<file path="src/rtl/regfile_pkg.sv">
// Shared types and constants for the multi-port register file.
// Holds the FSM state type, the write-port priority constant and the address-width helper.
package regfile_pkg;

    typedef enum logic {
        CLEAR = 1'b0,
        RUN   = 1'b1
    } rf_state_t;

    // Write port that wins a same-address collision (and the bypass)
    localparam int unsigned WINNING_WPORT = 1;
    localparam int unsigned LOSING_WPORT  = 1 - WINNING_WPORT;

    function automatic int unsigned rf_addr_width(input int unsigned depth);
        return (depth > 1) ? $clog2(depth) : 1;
    endfunction

endpackage

</file>
<file path="src/rtl/regfile_read_port.sv">
// One registered read port of regfile_mp.
// Selects the bypassed write data or the array entry, then applies the zero-register force.
module regfile_read_port
    import regfile_pkg::*;
#(
    parameter int unsigned WIDTH    = 32,
    parameter int unsigned AW       = 5,
    parameter bit          ZERO_REG = 1'b1
) (
    input  logic                 clk,
    input  logic                 reset,
    input  logic                 run_i,
    input  logic [AW-1:0]        raddr_i,
    input  logic [WIDTH-1:0]     entry_i,
    input  logic [1:0]           we_i,
    input  logic [2*AW-1:0]      waddr_i,
    input  logic [2*WIDTH-1:0]   wdata_i,
    output logic [WIDTH-1:0]     rdata_o
);

    logic [WIDTH-1:0] rdata_q, rdata_d;

    // we_i is already masked for collisions, so the winner is checked last and overrides
    always_comb begin
        rdata_d = entry_i;
        if (we_i[LOSING_WPORT] && (waddr_i[LOSING_WPORT*AW +: AW] == raddr_i)) begin
            rdata_d = wdata_i[LOSING_WPORT*WIDTH +: WIDTH];
        end
        if (we_i[WINNING_WPORT] && (waddr_i[WINNING_WPORT*AW +: AW] == raddr_i)) begin
            rdata_d = wdata_i[WINNING_WPORT*WIDTH +: WIDTH];
        end
        if (ZERO_REG && (raddr_i == '0)) begin
            rdata_d = '0;
        end
        if (!run_i) begin
            rdata_d = '0;
        end
    end

    always_ff @(posedge clk) begin
        if (reset) begin
            rdata_q <= '0;
        end else begin
            rdata_q <= rdata_d;
        end
    end

    assign rdata_o = rdata_q;

endmodule

</file>
<file path="src/rtl/regfile_mp.sv">
// Parametrised register file: two write ports, NR registered read ports with bypass,
// optional hardwired zero entry and a post-reset clear engine.
module regfile_mp
    import regfile_pkg::*;
#(
    parameter int unsigned WIDTH    = 32,
    parameter int unsigned DEPTH    = 32,
    parameter int unsigned NR       = 2,
    parameter bit          ZERO_REG = 1'b1
) (
    input  logic                                    clk,
    input  logic                                    reset,
    input  logic [1:0]                              we,
    input  logic [2*regfile_pkg::rf_addr_width(DEPTH)-1:0] waddr,
    input  logic [2*WIDTH-1:0]                      wdata,
    input  logic [NR*regfile_pkg::rf_addr_width(DEPTH)-1:0] raddr,
    output logic [NR*WIDTH-1:0]                     rdata,
    output logic                                    busy
);

    localparam int unsigned AW = rf_addr_width(DEPTH);

    logic [WIDTH-1:0] mem_q [DEPTH];
    rf_state_t        state_q, state_d;
    logic [AW-1:0]    idx_q, idx_d;
    logic             busy_q;
    logic             run;

    logic [AW-1:0]    wa [2];
    logic [WIDTH-1:0] wd [2];
    logic [1:0]       we_ok, we_eff;

    assign run = (state_q == RUN);

    // Resolve writes once so the array and every bypass mux agree on the winner
    always_comb begin
        we_eff = '0;
        for (int unsigned p = 0; p < 2; p++) begin
            wa[p]    = waddr[p*AW +: AW];
            wd[p]    = wdata[p*WIDTH +: WIDTH];
            we_ok[p] = run && we[p] && !(ZERO_REG && (wa[p] == '0));
        end
        we_eff = we_ok;
        if (we_ok[WINNING_WPORT] && we_ok[LOSING_WPORT] && (wa[0] == wa[1])) begin
            we_eff[LOSING_WPORT] = 1'b0;
        end
    end

    always_comb begin
        state_d = state_q;
        idx_d   = idx_q;
        if (state_q == CLEAR) begin
            idx_d = idx_q + AW'(1);
            if (idx_q == AW'(DEPTH - 1)) begin
                state_d = RUN;
            end
        end
    end

    always_ff @(posedge clk) begin
        if (reset) begin
            state_q <= CLEAR;
            idx_q   <= '0;
            busy_q  <= 1'b1;
        end else begin
            state_q <= state_d;
            idx_q   <= idx_d;
            busy_q  <= (state_d == CLEAR);
        end
    end

    always_ff @(posedge clk) begin
        if (!reset) begin
            if (state_q == CLEAR) begin
                mem_q[idx_q] <= '0;
            end else begin
                for (int unsigned p = 0; p < 2; p++) begin
                    if (we_eff[p]) begin
                        mem_q[wa[p]] <= wd[p];
                    end
                end
            end
        end
    end

    assign busy = busy_q;

    for (genvar r = 0; r < NR; r++) begin : g_rd
        logic [AW-1:0] ra;
        assign ra = raddr[r*AW +: AW];

        regfile_read_port #(
            .WIDTH    (WIDTH),
            .AW       (AW),
            .ZERO_REG (ZERO_REG)
        ) u_rd (
            .clk     (clk),
            .reset   (reset),
            .run_i   (run),
            .raddr_i (ra),
            .entry_i (mem_q[ra]),
            .we_i    (we_eff),
            .waddr_i (waddr),
            .wdata_i (wdata),
            .rdata_o (rdata[r*WIDTH +: WIDTH])
        );
    end

endmodule

</file>
<file path="config.mk">
export PLATFORM = sky130hd
export DESIGN_NAME = regfile_mp
export DESIGN_NICKNAME = d
export VERILOG_FILES = /design/src/rtl/regfile_pkg.sv /design/src/rtl/regfile_read_port.sv /design/src/rtl/regfile_mp.sv
export SDC_FILE = /design/constraint.sdc
export NUM_CORES = 2
export LEC_CHECK = 0
export BUFFER_PORTS_ARGS = -buffer_cell sky130_fd_sc_hd__buf_2
export CORE_ASPECT_RATIO = 1.75
export CORE_MARGIN = 2
export CORE_UTILIZATION = 51
export DETAILED_ROUTE_END_ITERATION = 10
export GPL_ROUTABILITY_DRIVEN = 0
export PLACE_DENSITY = 0.66
export SLEW_MARGIN = 10
export SYNTH_ARGS = -nofsm -noshare
export SYNTH_HDL_FRONTEND = slang
export SYNTH_SLANG_ARGS = --single-unit
</file>
<file path="constraint.sdc">
create_clock -name clk -period 5 [get_ports clk]
set_input_delay 0.25 -clock clk [delete_from_list [all_inputs] [get_ports clk]]
set_output_delay 0.25 -clock clk [all_outputs]
set_load 0.02 [all_outputs]
</file>
==> results.sh <==
export IMPL_ys_flop_type="edfxtp_1"
export IMPL_grt_remaining_overflow=0
export IMPL_finalSetupViolCount=0
export IMPL_vias_per_cell=7.05
export IMPL_fill_cells=9665
export IMPL_num_nets_final=5186
export IMPL_arrival_ps=4430
export IMPL_yosys_warnings=0
export IMPL_clkTransAtPathRegs_ps=70
export IMPL_die_y_um=463
export IMPL_path_max_fanout=22
export IMPL_synth_edf_count=1024
export IMPL_chipWidth_um=266
export IMPL_routed_wl_um=225000
export IMPL_required_ps=5480
export IMPL_dr_pass1_iters=6
export IMPL_cts_htree_levels=3
export IMPL_die_area_um2=123000
export IMPL_fin_crit_ps=3950
export IMPL_syn_cell_area_um2=61400
export IMPL_slew_headroom=0.151
export IMPL_ir_worst_vdd_mv=0.275
export IMPL_dp_worst_setup_slack_ps=1260
export IMPL_worstRegToRegCells=8
export IMPL_netlist_cell_type_count=58
export IMPL_rsz0062_at_grt="no"
export IMPL_ys_async_sr_fraction=0
export IMPL_worst_slack_ps=1050
export IMPL_wl_met1_um=71600
export IMPL_hp_class="input port to flip-flop"
export IMPL_worstSkewPairLatency_ps=750
export IMPL_synth_compound_area_share=0.134
export IMPL_finClkSkew_ps=39.7
export IMPL_hold_viol_final=0
export IMPL_utilization=0.564
export IMPL_min_path_cells=3
export IMPL_synth_top_area_cell="edfxtp_1"
export IMPL_root_buffer="clkbuf_16"
export IMPL_p_leak_uw=0.0205
export IMPL_area_delta_synth_final_pct=9.82
export IMPL_status="complete, no violations"
export IMPL_synth_xor_area_share=0.00399
export IMPL_antenna_found_initial=23
export IMPL_pwr_density_cell_nw_per_um2=296
export IMPL_via_count=47378
export IMPL_end_kind="flip-flop"
export IMPL_drv_cap=0
export IMPL_cts_sinks=1095
export IMPL_route_detailed_drc=0
export IMPL_grt_usage=0.364
export IMPL_synth_seq_area_share=0.524
export IMPL_crit_type="flip-flop to flip-flop"
export IMPL_rows=168
export IMPL_clock_path_buffers=3
export IMPL_synth_fp_nets=5415
export IMPL_grt_max_degree=83
export IMPL_ys_ff_latch=1095
export IMPL_numCtsBuffers=100
export IMPL_synth_top_cell_area_share=0.501
export IMPL_port_buffers=152
export IMPL_clock_fmax_mhz=253
export IMPL_worst_setup_path_start_kind="flip-flop"
export IMPL_synth_top_family_by_area="multiplexers"
export IMPL_post_cts_buffers=0
export IMPL_tns_ps=0
export IMPL_multi_input_area_um2=27200
export IMPL_synthCells=5325
export IMPL_wl_met2_um=105000
export IMPL_cts_tree="yes"
export IMPL_synth_area_leaders="edfxtp_1 50%, mux4_2 15%, o21ai_0 8.2%"
export IMPL_routed_top_layer="met5"
export IMPL_worstMarginPinSlew_ps=1270
export IMPL_routedWlPerCell_um=33.5
export IMPL_grt_pass1_vias=46550
export IMPL_synthMuxAreaShare=0.205
export IMPL_syn_area_per_cell_um2=11.5
export IMPL_drv_slew=0
export IMPL_drtIter0Drc=6907
export IMPL_io_pins=153
export IMPL_seq_area_um2=32200
export IMPL_synthAdderAreaFrac=0.000407
export IMPL_grt_first_pass_wirelength_um=320000
export IMPL_core_area_um2=120000
export IMPL_fin_crit_sh=0.790
export IMPL_initial_core_util=0.514
export IMPL_place_hpwl_um=136000
export IMPL_wl_met3_um=30000
export IMPL_drive_gt1_frac=0.197
export IMPL_ant_nets=0
export IMPL_synthSimpleGateAreaFrac=0.0862
[what timing repair did]
item | 4_1_cts | 5_1_grt
gates resized for setup | 0 | 0
hold buffers | 1 | 0
hold endpoints to repair | 7 | 0
[Yosys cell counts (3+ instances only)]
cell type and number:
a221o_1 16, a31oi_1 3, xor2_1 13, xnor2_1 15, nor3_1 7, o2111ai_1 33
clkbuf_1 513, o22ai_1 48, nor2b_1 20, o21ai_0 1011, buf_4 7, buf_1 59
edfxtp_1 1024, a32o_1 32, buf_2 77, mux2_2 32, and3_1 5, a41oi_1 3
nand3_1 101, a211oi_1 19, inv_1 44, nand2b_1 6, a2111oi_0 16, a221oi_1 48
buf_6 7, nor4_1 6, nand3b_1 4, dfxtp_1 71, mux4_2 400, mux2i_1 322
a22o_1 32, nand2_1 1081, a22oi_1 99, nor2_1 84, a21oi_1 36
[logic make-up after synthesis]
kind of cell,after synthesis
mux,755
compound gates,1410
flops,1095
buf+inv,707
simple gates,1328
xor+xnor,28
fa+ha+maj,2
[power breakdown]
group / total, uW / switching [uW] / internal [uW]
Sequential: 9960 / 31.5 / 9930
Combinational: 1560 / 1030 / 528
Clock: 8430 / 3680 / 4750
[state kept, by name, indices dropped and copies added (netlist names)]
register           cells
busy                   1
g_rd.u_rd.rdata_o     64
idx_q                  5
mem_q               1024
run                    1
[routing by layer]
layer / GRT usage / up-vias
li1: - / 19674
met1: 0.432 / 23039
met2: 0.574 / 3651
met3: 0.101 / 982
met4: 0.244 / 32
met5: 0.00517 / -
[cell usage in the layout (no fill, tap or decap), types with 17 or more instances in the layout]
cell          n
nand2_1    1080
edfxtp_1   1024
o21ai_0    1011
mux4_2      400
mux2i_1     322
buf_4       153
buf_2       147
clkbuf_16   102
nand3_1     101
a22oi_1      99
dfxtp_1      71
a221oi_1     48
nor2_1       47
inv_1        44
a21oi_1      36
nor2_4       35
o2111ai_1    33
a22o_1       32
a32o_1       32
mux2_2       32
o22ai_4      31
clkinv_2     29
buf_12       26
bufinv_16    19
a211oi_1     18
nor2b_1      18
o22ai_1      17
[critical path: stages, from the launching register on]
cell and delay (ps):
dfxtp_1 580, nand2b_1 220, a211oi_1 250, o31a_2 360
buf_4 400, nor4b_1 90, a31oi_1 850, o22ai_4 550
buf_4 380
[final timing paths]
check / to / slack, ps / start
worst max register to register: mem_q[10][16]$_DFFE_PP_ / 1050 / run$_SDFF_PP0_
worst min-delay path: g_rd[1].u_rd.rdata_o[14]$_SDFF_PP0_ / 90 / wdata[46]
worst max-delay path: mem_q[10][16]$_DFFE_PP_ / 1050 / run$_SDFF_PP0_
worst min register to register: idx_q[1]$_SDFFE_PP0N_ / 650 / idx_q[1]$_SDFFE_PP0N_
[area by class of cell]
cell class / count / area share
diodes: 11 / 0.000408
clock buffers: 113 / 0.0388
clock inverters: 76 / 0.0131
inverters: 44 / 0.00245
multi-input cells: 3523 / 0.403
flip-flops and latches: 1095 / 0.477
well taps: 1530 / 0.0284
repair buffers: 332 / 0.0368
[metrics by stage]
stage / total power [uW] / hold slack (ps) / std cells / instance area [um^2]
floorplan: 11100 / 517 / 5325 / 61400
global placement: 11700 / 565 / 6523 / 63900
detailed placement: 11700 / 575 / 6523 / 63900
CTS: 19900 / 44.3 / 6713 / 67400
global route: 20300 / 95.5 / 6715 / 67400
finish: 20000 / 89.3 / 6724 / 67400
Note: power is estimated with default switching activity, not from simulation.
